<file path="src/rtl/time_edit_ctrl.sv">
// rtl/time_edit_ctrl.sv - keyboard-driven HH:MM:SS field edit sequencer
// Optional AUTO_REPEAT_EN: held up/down keys auto-repeat their strobes after REPEAT_DELAY.
module time_edit_ctrl #(
  parameter logic [23:0] REPEAT_DELAY  = 24'd25_000_000,
  parameter logic [23:0] REPEAT_RATE   = 24'd5_000_000,
  parameter logic [23:0] BLINK_DIV     = 24'd12_500_000,
  parameter logic [7:0]  TIMEOUT_TICKS = 8'd10
) (
  input  logic       clk_i,
  input  logic       rst_ni,
  input  logic       key_left_i,
  input  logic       key_right_i,
  input  logic       key_up_i,
  input  logic       key_down_i,
  input  logic       sec_tick_i,
  output logic       run_en_o,
  output logic       inc_hour_o,
  output logic       inc_min_o,
  output logic       inc_sec_o,
  output logic       dec_hour_o,
  output logic       dec_min_o,
  output logic       dec_sec_o,
  output logic [1:0] field_sel_o,
  output logic       blink_o
);

  typedef enum logic [1:0] {
    ST_RUN  = 2'd0,
    ST_HOUR = 2'd1,
    ST_MIN  = 2'd2,
    ST_SEC  = 2'd3
  } state_e;

  state_e      state_q, state_d;
  logic [3:0]  key_now, key_q, key_edge;
  logic [2:0]  inc_q, inc_d, dec_q, dec_d;
  logic        blink_q, blink_d;
  logic [23:0] blink_cnt_q, blink_cnt_d;
  logic [7:0]  to_cnt_q, to_cnt_d;
  logic        in_edit, lr_move, any_edge, both_ud, timeout_hit, moving, ud_ok;
  logic        rpt_up_fire, rpt_dn_fire, up_fire, dn_fire;

  // key bit order: {down, up, right, left}
  assign key_now     = {key_down_i, key_up_i, key_right_i, key_left_i};
  assign key_edge    = key_now & ~key_q;
  assign any_edge    = |key_edge;
  assign lr_move     = key_edge[0] ^ key_edge[1];
  assign in_edit     = (state_q != ST_RUN);
  assign both_ud     = key_up_i & key_down_i;
  assign timeout_hit = in_edit && sec_tick_i && !any_edge &&
                       (({1'b0, to_cnt_q} + 9'd1) >= {1'b0, TIMEOUT_TICKS});

  always_comb begin
    state_d = state_q;
    case (state_q)
      ST_RUN:  if (lr_move) state_d = ST_HOUR;
      ST_HOUR: if (lr_move) state_d = key_edge[1] ? ST_MIN : ST_RUN;
      ST_MIN:  if (lr_move) state_d = key_edge[1] ? ST_SEC : ST_HOUR;
      ST_SEC:  if (lr_move) state_d = key_edge[1] ? ST_RUN : ST_MIN;
      default: state_d = ST_RUN;
    endcase
    if (timeout_hit) state_d = ST_RUN;
  end

  assign moving  = (state_d != state_q);
  assign ud_ok   = in_edit && !moving && !both_ud;
  assign up_fire = ud_ok && (key_edge[2] || rpt_up_fire);
  assign dn_fire = ud_ok && (key_edge[3] || rpt_dn_fire);

`ifdef AUTO_REPEAT_EN
  logic [23:0] rpt_cnt_q, rpt_cnt_d;
  logic        rpt_on_q, rpt_on_d, rpt_dn_q, rpt_dn_d;
  logic        rpt_held, rpt_fire;

  assign rpt_held = rpt_dn_q ? key_down_i : key_up_i;

  // Down-counter: a value of 0 or 1 fires, so a zero rate behaves like one.
  always_comb begin
    rpt_on_d  = 1'b0;
    rpt_cnt_d = 24'd0;
    rpt_dn_d  = rpt_dn_q;
    rpt_fire  = 1'b0;
    if (ud_ok) begin
      if (key_edge[2] || key_edge[3]) begin
        rpt_on_d  = 1'b1;
        rpt_dn_d  = key_edge[3];
        rpt_cnt_d = REPEAT_DELAY;
      end else if (rpt_on_q && rpt_held) begin
        rpt_on_d = 1'b1;
        if (rpt_cnt_q <= 24'd1) begin
          rpt_fire  = 1'b1;
          rpt_cnt_d = REPEAT_RATE;
        end else begin
          rpt_cnt_d = rpt_cnt_q - 24'd1;
        end
      end
    end
  end

  assign rpt_up_fire = rpt_fire && !rpt_dn_q;
  assign rpt_dn_fire = rpt_fire && rpt_dn_q;

  always_ff @(posedge clk_i or negedge rst_ni) begin
    if (!rst_ni) begin
      rpt_cnt_q <= 24'd0;
      rpt_on_q  <= 1'b0;
      rpt_dn_q  <= 1'b0;
    end else begin
      rpt_cnt_q <= rpt_cnt_d;
      rpt_on_q  <= rpt_on_d;
      rpt_dn_q  <= rpt_dn_d;
    end
  end
`else
  logic [47:0] unused_rpt_params;
  assign unused_rpt_params = {REPEAT_DELAY, REPEAT_RATE};
  assign rpt_up_fire       = 1'b0;
  assign rpt_dn_fire       = 1'b0;
`endif

  always_comb begin
    inc_d = {up_fire && (state_q == ST_HOUR), up_fire && (state_q == ST_MIN),
             up_fire && (state_q == ST_SEC)};
    dec_d = {dn_fire && (state_q == ST_HOUR), dn_fire && (state_q == ST_MIN),
             dn_fire && (state_q == ST_SEC)};

    // Entry, adjustment and RUN all show the field solidly and restart the half-period.
    blink_d     = blink_q;
    blink_cnt_d = blink_cnt_q;
    if (moving || up_fire || dn_fire || !in_edit) begin
      blink_d     = 1'b1;
      blink_cnt_d = BLINK_DIV;
    end else if (blink_cnt_q <= 24'd1) begin
      blink_d     = ~blink_q;
      blink_cnt_d = BLINK_DIV;
    end else begin
      blink_cnt_d = blink_cnt_q - 24'd1;
    end

    to_cnt_d = to_cnt_q;
    if (!in_edit || moving || any_edge) begin
      to_cnt_d = 8'd0;
    end else if (sec_tick_i && (to_cnt_q != 8'hFF)) begin
      to_cnt_d = to_cnt_q + 8'd1;
    end
  end

  always_ff @(posedge clk_i or negedge rst_ni) begin
    if (!rst_ni) begin
      state_q     <= ST_RUN;
      key_q       <= 4'd0;
      inc_q       <= 3'd0;
      dec_q       <= 3'd0;
      blink_q     <= 1'b1;
      blink_cnt_q <= 24'd0;
      to_cnt_q    <= 8'd0;
    end else begin
      state_q     <= state_d;
      key_q       <= key_now;
      inc_q       <= inc_d;
      dec_q       <= dec_d;
      blink_q     <= blink_d;
      blink_cnt_q <= blink_cnt_d;
      to_cnt_q    <= to_cnt_d;
    end
  end

  assign run_en_o    = (state_q == ST_RUN);
  assign field_sel_o = state_q;
  assign blink_o     = blink_q;
  assign inc_hour_o  = inc_q[2];
  assign inc_min_o   = inc_q[1];
  assign inc_sec_o   = inc_q[0];
  assign dec_hour_o  = dec_q[2];
  assign dec_min_o   = dec_q[1];
  assign dec_sec_o   = dec_q[0];

endmodule
</file>
<file path="config.mk">
export PLATFORM = sky130hd
export DESIGN_NAME = time_edit_ctrl
export DESIGN_NICKNAME = d
export VERILOG_FILES = /design/src/rtl/time_edit_ctrl.sv
export SDC_FILE = /design/constraint.sdc
export NUM_CORES = 1
export LEC_CHECK = 0
export ABC_AREA = 1
export CELL_PAD_IN_SITES_DETAIL_PLACEMENT = 0
export CELL_PAD_IN_SITES_GLOBAL_PLACEMENT = 2
export CORE_ASPECT_RATIO = 1.5
export CORE_MARGIN = 3
export CORE_UTILIZATION = 39
export CTS_BUF_LIST = sky130_fd_sc_hd__clkbuf_2 sky130_fd_sc_hd__clkbuf_4 sky130_fd_sc_hd__clkbuf_8
export DETAILED_ROUTE_END_ITERATION = 8
export DONT_BUFFER_PORTS = 1
export PLACE_DENSITY_LB_ADDON = 0.12
export SLEW_MARGIN = 20
export SYNTH_ARGS = -nofsm -noshare
export SYNTH_HDL_FRONTEND = slang
export SYNTH_SLANG_ARGS = --single-unit
</file>
<file path="constraint.sdc">
create_clock -name clk_i -period 2.1 [get_ports clk_i]
set_input_delay 0.315 -clock clk_i [delete_from_list [all_inputs] [get_ports clk_i]]
set_output_delay 0.315 -clock clk_i [all_outputs]
set_load 0.03 [all_outputs]
</file>
* Word-level counts from Yosys, hierarchy flattened *
Cells that the tools add are included.

word-level totals
  register bits after elaboration = 45
  bits in latches = 0
  RAM bits = 0
  bits in read-only memories = 0
  input bits = 7
  output and inout port bits = 10
  logic and storage cells = 65
  memories kept = 0

cells by class
  $add $sub $neg = 3
  multiply operators = 0
  divide/modulo/power cells = 0
  magnitude comparators = 2
  equality and inequality tests = 5
  shift-type cells = 0
  muxes and demuxes = 15
  bitwise operators = 5
  reduce and logical (&&, ||, !) cells = 28

operator list
  operator                                                                 count
  24-bit two-way mux                                                       2
  24-bit by 1-bit <= comparator with 1-bit output (second input constant)  1
  24-bit by 1-bit subtractor with 24-bit output (second input constant)    1
  2-bit two-way mux                                                        8
  8-bit two-way mux                                                        2
  1-bit logical AND                                                        14
  8-bit by 1-bit adder with 9-bit output (second input constant)           1
  9-bit by 4-bit >= comparator with 1-bit output (second input constant)   1
  8-bit by 1-bit adder with 8-bit output (second input constant)           1
  8-bit != test (second input constant)                                    1
  2-bit one-hot mux with 4 select lines                                    1
  2-bit nonzero test                                                       3
  1-bit logical OR                                                         5
  4-bit AND                                                                1
  2-bit equality test (second input constant)                              2
  1-bit zero test                                                          4
  4-bit inverter                                                           1
  4-bit OR reduction                                                       1
  2-bit by 1-bit equality test with 1-bit output (second input constant)   1
  2-bit zero test                                                          1
  1-bit two-way mux                                                        2
  2-bit != test                                                            1
  1-bit AND                                                                1
  1-bit inverter                                                           1
  1-bit bitwise XOR                                                        1

* Longest topological paths before layout *
Gate-level depths: netlist of run 1.

  depth after elaboration = 16
  gate-level depth with buffers = 13
  gate-level depth less buffers = 12

* Worst setup path before layout of run 1 *
No wires, ideal clock.

  kind = register -> register
  start = reg state_q[1], in the netlist field_sel_o[1]
  end = reg blink_cnt_q[6]
  setup time = 116 ps
  arrival = 2007 ps
  required time = 1984 ps
  setup slack = -23 ps
  stages on the path, launching flop included = 10
  path buffers = 1
  period minus slack after synthesis = 2123 ps
  path through = dfrtp_1 nor2_1 inv_1 nand2_1 nor2_1 a21oi_2 nand4_4 nand2_2 buf_6 nor2_2

on the way
  elaborated cells on any way between the ends = 25
  classes of those cells = 4 x eq/ne; 7 x mux; 14 x reduce/logical

RTL lines
  item                                       RTL line  text
  from (decl)                                34        state_e state_q, state_d;
  from (signal assigned)                     158       state_q <= state_d;
  2-bit zero test (*)                        -
  net run_en_o                               16        output logic run_en_o,
  2-bit one-hot mux with 4 select lines (*)  55        case (state_q)
  2-bit two-way mux (*)                      62        if (timeout_hit) state_d = ST_RUN;
  2-bit != test (*)                          65        assign moving = (state_d != state_q);
  1-bit zero test                            66        assign ud_ok = in_edit && !moving && !both_ud;
  1-bit logical AND (2 in a row)             66
  1-bit logical AND                          67        assign up_fire = ud_ok && (key_edge[2] || rpt_up_fire);
  1-bit logical OR                           130       if (moving || up_fire || dn_fire || !in_edit) begin
  1-bit logical OR (*) (2 in a row)          130
  24-bit two-way mux (*)                     130
  net blink_cnt_d[6]                         38        logic [23:0] blink_cnt_q, blink_cnt_d;
  to (signal assigned)                       163       blink_cnt_q <= blink_cnt_d;
  to (decl)                                  38

Mark *: on every way through the listed nets, which the timed path passes. The rest lies on a longest branch.
A chain may end at the register's enable or synchronous reset.

* Worst setup path in the final report of run 1 *
  start = reg to_cnt_q[1]
  end = reg blink_cnt_q[0]

on the way
  word-level cells in the longest chain between the ends = 13
  elaborated cells on any way between the ends = 14
  classes of those cells = 1 x add/sub; 1 x order compare; 1 x eq/ne; 2 x mux; 9 x reduce/logical

RTL lines
  item                                                RTL line  text
  from (decl)                                         39        logic [7:0] to_cnt_q, to_cnt_d;
  from (signal assigned)                              164       to_cnt_q <= to_cnt_d;
  8-bit by 1-bit adder with 9-bit output (*)          51        (({1'b0, to_cnt_q} + 9'd1) >= {1'b0, TIMEOUT_TICKS});
  9-bit by 4-bit >= comparator with 1-bit output (*)  51
  1-bit logical AND (*)                               50        assign timeout_hit = in_edit && sec_tick_i && !any_edge &&
  2-bit two-way mux (*)                               62
  2-bit != test (*)                                   65
  1-bit zero test                                     66
  1-bit logical AND (2 in a row)                      66
  1-bit logical AND                                   67
  1-bit logical OR                                    130
  1-bit logical OR (*) (2 in a row)                   130
  24-bit two-way mux (*)                              130
  net blink_cnt_d[0]                                  38

Marks and branches as above.

==> results.md, run 1 <==
- Crit path launch type: register
- Max Cap Viol: 0
- Synth Area per Inst: 7.96 sq um
- Layout cells sized above 1: 0.180
- Power after layout: 0.00248 W
- Worst Hold End: key_q[1]
- Fin Setup TNS: 0 ns
- Final wirelength: 5600 um
- Die Y: 104 um
- First-pass GRT wire length: 9630 um
- Total GRT Usage: 0.165
- Clk pin slew, worst setup/hold paths: 0.09 ns
- Tmin final: 1.93 ns
- GP Congestion: 0.743
- Share of Yosys cell area claimed by the top area cell type: 0.442
- Mux contribution to synthesized area: 0
- Initial antenna violation count: 0
- Area contributors post-synth: dfrtp_1 (44%), nor2_1 (9.6%), nand2_1 (9.5%)
- Multi-input combinational cell area: 0.00124 sq mm
- Worst slew margin: 0.756
- Compound-Gate Fraction of Synth Area: 0.0251
- Via count: 1,994
- CP Capture Type: register
- Register bit total from synthesis: 45
- N_diodes: 0
- Vias in the first global route: 2,088
- Largest net degree at the start of global routing: 46
- Worst R2R End: blink_cnt_q[0]
- Post-Synth Adder-Cell Area: 0.0251
- P&R area growth vs syn: 14.7%
- Core Area: 0.00617 sq mm
- Skew final: 0.00619 ns
- Largest family of logic cells by synthesized area: simple AND/OR/NAND/NOR gates
- Crit-path max FO: 12
- FF/Latch Area: 0.00113 sq mm
- DIE AREA: 0.00740 sq mm
- CTS Root Cell: clkbuf_8
- Register area share after synthesis: 0.453
- Chip width: 71.3 um
- Final hold vios: 0
- Post-synth EDFFs: 0
- Simple-gate share of the synthesized area: 0.352
- Dominant synthesized flop cell: dfrtp_1
- Worst reg2reg startpoint: to_cnt_q[1]
- Number of synthesis warnings: 0
- Syn nets: 325
- H-tree depth: 2
- WP data required: 2.34 ns
- Status: complete, no violations
- Critical path type: reg2reg
- Least-Margin Pin Slew: 0.363 ns
- Synthesized cell area: 0.00249 sq mm
- Via density: 4.89
- Placement Rows: 35
- Fill cells: 643
- Final Max Slew Viols: 0
- Async set-reset flop share out of synthesis: 1.00
- Leak pwr: 1.28 nW
- CTS Sinks: 45
- Synth unique cells: 31
- RSZ-0062 raised after global routing: false
- Synth area leader: dfrtp_1
- Hold WC Path Type: in2reg
- Hold path cells: 0
- Hold path start: key_right_i
- Critical Path AT: 2.16 ns
- Initial DRC count: 79
- Total clock buffers created by CTS: 5
- Starting density of the core: 0.403
- Worst hold slack: 0.0352 ns
- Setup violations, final: 0
- Reg2Reg Depth: 13
- I/O Buffers: 0
- Max Buffers Root-to-Sink: 2
- Power per cell area: 869 mW/mm^2
- Post-route DRC: 0
- Worst-Skew Late Latency: 0.30 ns
- # IOs: 17
- Fmax: 519 MHz
- Nets: 345
- CTS tree: built
- Pre-Repair DR Iteration Count: 4
- Placed wire-length estimate: 4200 um
- Final ANT Viol Nets: 0
- GRT Residual Overflow: 0
- Syn Inst Count: 313
- Period Utilization, post-route: 0.917
- Synth Area in XOR/XNOR: 0.0844
- Peak supply drop: 0.379 mV
- Internal reg-to-reg setup slack: 0.17 ns
- Wirelength per Cell: 13.7 um
==> power by group <==
part           internal, W  total, W  switching [W]  leakage, nW
sequential        0.000947   0.00103      0.0000807        0.546
clock             0.000240  0.000559       0.000319       0.0447
combinational     0.000367  0.000895       0.000528        0.694
==> critical path, stage by stage (launching register included) <==
cell	delay [ns]
dfrtp_1	0.42
inv_1	0.06
ha_1	0.26
inv_1	0.04
nor2_1	0.09
nand2_1	0.07
a21oi_2	0.14
nand3_2	0.10
nand2_2	0.09
nand3_2	0.10
a21oi_4	0.16
nand2_2	0.09
buf_12	0.15
nor2_1	0.08
==> area by class of cell <==
| class | instances | share of cell area |
|---|---|---|
| sequential | 45 | 0.395 |
| timing repair buffer | 17 | 0.0596 |
| multi-input combinational | 231 | 0.436 |
| inverter | 33 | 0.0447 |
| tap | 74 | 0.0324 |
| clock buffer | 5 | 0.0241 |
| clock inverter | 3 | 0.00876 |
==> synth_stat cells, types with 2 or more instances <==
cell type and number:
nor2_1 64, xor2_1 14, nand2_1 63, inv_1 32, nand4_1 5, and3_1 2, ha_1 5, buf_2 2
nand3_1 26, dfrtp_1 44, nor3_1 7, nor2_2 12, nand2_2 2, or2_2 5, xnor2_1 10, nand3_2 2
a21oi_1 4
==> layer usage <==
layer	part of all wire	global-route usage
met5	0	0
met4	0.022	0.0551
met3	0.027	0.0280
met2	0.57	0.309
met1	0.38	0.180
==> timing repair <==
item                                    4_1_cts  5_1_grt
setup buffers                                 0        1
endpoints found under the setup margin        0       30
hold buffers                                  2        0
resized for setup                             0       12
hold endpoints to repair                     45        0
==> logic make-up (layout without fill, tap and decap cells) <==
group | count (synthesis) | count (layout)
buffers and inverters | 37 | 58
adders and majority gates | 5 | 5
DFF | 45 | 45
AOI/OAI and AO/OA | 9 | 9
xor gates and xnor gates | 24 | 24
and+or+nand+nor | 193 | 193
==> how the worst max path moves through the flow <==
stage,slack (ns),start,endpoint,cells after the start
floorplan,0.17,field_sel_o[0],blink_cnt_q[6],9
global placement,0.07,blink_cnt_q[2],blink_cnt_q[23],10
detailed placement,0.07,blink_cnt_q[2],blink_cnt_q[21],10
CTS,0.06,blink_cnt_q[2],blink_cnt_q[23],10
global route,0.008,to_cnt_q[1],blink_cnt_q[0],13
finish,0.17,to_cnt_q[1],blink_cnt_q[0],13
==> state kept, by name, summed over array words and instances (netlist names) <==
register,flops
blink_cnt_q,24
to_cnt_q,8
key_q,4
dec_q,3
inc_q,3
field_sel_o,2
blink_o,1
==> per-stage QoR <==
| step | setup slack, ns | utilization | cell area [sq um] | std cells |
|---|---|---|---|---|
| 2_1_floorplan | 0.169 | - | 2490 | 313 |
| 3_3_place_gp | 0.0693 | 0.433 | 2680 | 397 |
| 3_5_place_dp | 0.0698 | 0.433 | 2680 | 397 |
| 4_1_cts | 0.0578 | 0.455 | 2810 | 407 |
| 5_1_grt | 0.00824 | 0.463 | 2860 | 408 |
| 6_report | 0.175 | 0.463 | 2860 | 408 |
==> layout by cell type (no fill, tap or decap), drive strengths merged, types with 2 or more instances in the layout <==
master,count
nor2,76
nand2,65
dfrtp,44
inv,33
nand3,28
buf,16
xor2,14
xnor2,10
nor3,8
nand4,6
or2,6
a21oi,6
clkbuf,5
ha,5
and3,2
clkinvlp,2
o21ai,2
No activity file was read; power rests on OpenSTA's default activity.
==> run 2: changes to the inputs <==
- CAP_MARGIN: default -> 40
- REMOVE_ABC_BUFFERS: default -> 1
==> run 2 against run 1 <==
Compared with the run above: clock power hardly changed; die area unchanged; total power is 0.94% higher; global-route usage increased by 0.086 points; non-clock buffer count is 2 higher; sequential cell count is the same; count of clock-buffer cells in the layout is the same; clock skew up 0.0033 ns; sequential share of layout area down 0.95 points.
==> results.md, run 2 (same netlist as run 1, synthesis figures left out) <==
- Via count: 2,007
- Worst Path Buf+Inv: 3
- Worst slew margin: 0.793
- Final Util: 0.476
- Hold WC Path Type: in2reg
- Starting density of the core: 0.403
- Power per cell area: 853 mW/mm^2
- Setup ws final: 0.0492 ns
- Via density: 4.90
- # IOs: 17
- Total GRT Usage: 0.165
- FF/Latch Area: 0.00113 sq mm
- Top reg by flops: blink_cnt_q
- Max Buffers Root-to-Sink: 2
- Crit path launch type: register
- Crit-path max FO: 6
- Initial antenna violation count: 0
- RSZ-0062 raised after global routing: true
- Critical Path, Cell by Cell: inv_1 -> ha_1 -> inv_2 -> nor2_1 -> nand2_1 -> a21oi_2 -> nand3_2 -> nand2_2 -> nand3_2 -> a21oi_4 -> clkbuf_16 -> nand3_1
- Placed instance area: 0.00265 sq mm
- CP dominant cell by count: nand3_2
- Fill cells: 656
- Total clock buffers created by CTS: 5
- Max FFs per register: 24
- Nets: 347
- Die Y: 104 um
- CTS Sinks: 45
- Setup violations, final: 0
- Most frequent cells in the layout: nor2_1 (62), nand2_1 (61), dfrtp_1 (41), inv_1 (31), nand3_1 (21)
- Critical Path AT: 2.23 ns
- Cell family with most CP delay: simple AND/OR/NAND/NOR gates
- Peak supply drop: 0.433 mV
- Largest stage delay on the critical path: 0.42 ns
- Initial DRC count: 70
- CP Capture Type: register
- Period Utilization, post-route: 0.977
- CTS tree: built
- Commonest non-fill, non-tap cell in the layout: nor2_1
- Multi-input combinational cell area: 0.00130 sq mm
- Layout cells sized above 1: 0.205
- Chip width: 71.3 um
- Status: complete, no violations
- Pre-Repair DR Iteration Count: 4
- Reg2Reg Depth: 12
- Placement Rows: 35
- DIE AREA: 0.00740 sq mm
- Placed wire-length estimate: 4130 um
- Final hold vios: 0
- Post-route DRC: 0
- Final instance area: 0.00294 sq mm
- I/O Buffers: 0
- P&R area growth vs syn: 17.9%
- Critical Path Slowest Stage Cell: dfrtp_1
- GP Congestion: 0.778
- Worst reg2reg startpoint: to_cnt_q[1]
- Fmax: 488 MHz
- Worst R2R End: blink_cnt_q[5]
- Least-Margin Pin Slew: 0.310 ns
- Dpl cells: 396
- Hold path cells: 0
- Tmin final: 2.05 ns
- Wirelength per Cell: 13.9 um
- WP data required: 2.28 ns
- Leak pwr: 1.31 nW
- Final wirelength: 5700 um
- Critical path type: reg2reg
- First-pass GRT wire length: 9770 um
- Vias in the first global route: 2,141
- Worst-Skew Late Latency: 0.30 ns
- Worst Hold End: key_q[1]
- Internal reg-to-reg setup slack: 0.05 ns
- Top Registers: blink_cnt_q (24), to_cnt_q (8), key_q (4)
- Core Area: 0.00617 sq mm
- Clk pin slew, worst setup/hold paths: 0.09 ns
- Largest net degree at the start of global routing: 46
- GRT Residual Overflow: 0
- N_diodes: 0
- Non-Filler Instances: 410
- Dpl ws: 0.0417 ns
- Final ANT Viol Nets: 0
- Final Max Slew Viols: 0
- CTS Root Cell: clkbuf_8
- Hold path start: key_right_i
- Skew final: 0.00951 ns
- Max Cap Viol: 0
- H-tree depth: 2
- Power after layout: 0.00250 W
## run 2: cell types whose count changed in the layout (fill, tap and decap cells not counted), sizes merged
cell and change:
buf +1, clkbuf +1
## run 2: area by class of cell
cell class              count  area share
multi-input cells         231       0.442
flip-flops and latches     45       0.385
repair buffers             19      0.0673
inverters                  33      0.0435
well taps                  74      0.0315
clock buffers               5      0.0234
clock inverters             3     0.00724
## run 2: metal layers
layer	routed length [um]	up-vias	GRT usage
met2	3200	25	0.316
met1	2260	949	0.179
met4	123	0	0.0551
li1	-	1023	-
met3	118	10	0.0242
met5	0	-	0
## run 2: worst max-delay path by stage
stage                              start              end  slack, ns  cells after the start
after CTS                    to_cnt_q[0]   blink_cnt_q[8]      0.005                     12
after global routing         to_cnt_q[1]  blink_cnt_q[17]      -0.07                     12
after floorplan           field_sel_o[1]   blink_cnt_q[0]      -0.16                      8
after detailed placement     to_cnt_q[0]   blink_cnt_q[1]       0.04                     11
final                        to_cnt_q[1]   blink_cnt_q[5]       0.05                     12
after global placement       to_cnt_q[0]   blink_cnt_q[1]       0.04                     11
## run 2: through the flow
step	TNS [ns]	hold WS [ns]
floorplan	-1.70	0.0194
global placement	0	0.0204
detailed placement	0	0.0205
CTS	0	0.0206
global route	-0.654	0.0109
finish	0	0.0335
## run 2: report_power, final
part           leakage (nW)  switching (W)  internal, W
logic                 0.725       0.000553     0.000374
clock network        0.0445       0.000320     0.000237
registers             0.541      0.0000742     0.000947
## run 2: worst reg2reg max path, stage by stage (launching register included)
cell and delay (ns):
dfrtp_1 0.42, inv_1 0.06, ha_1 0.29, inv_2 0.04
nor2_1 0.07, nand2_1 0.07, a21oi_2 0.12, nand3_2 0.10
nand2_2 0.09, nand3_2 0.09, a21oi_4 0.29, clkbuf_16 0.22
nand3_1 0.07
## run 2: what timing repair did
| item | CTS | global route |
|---|---|---|
| endpoints found under the hold margin | 45 | 0 |
| endpoints found under the setup margin | 0 | 36 |
| setup buffers | 0 | 3 |
| hold buffers | 2 | 0 |
| gates resized for setup | 0 | 27 |
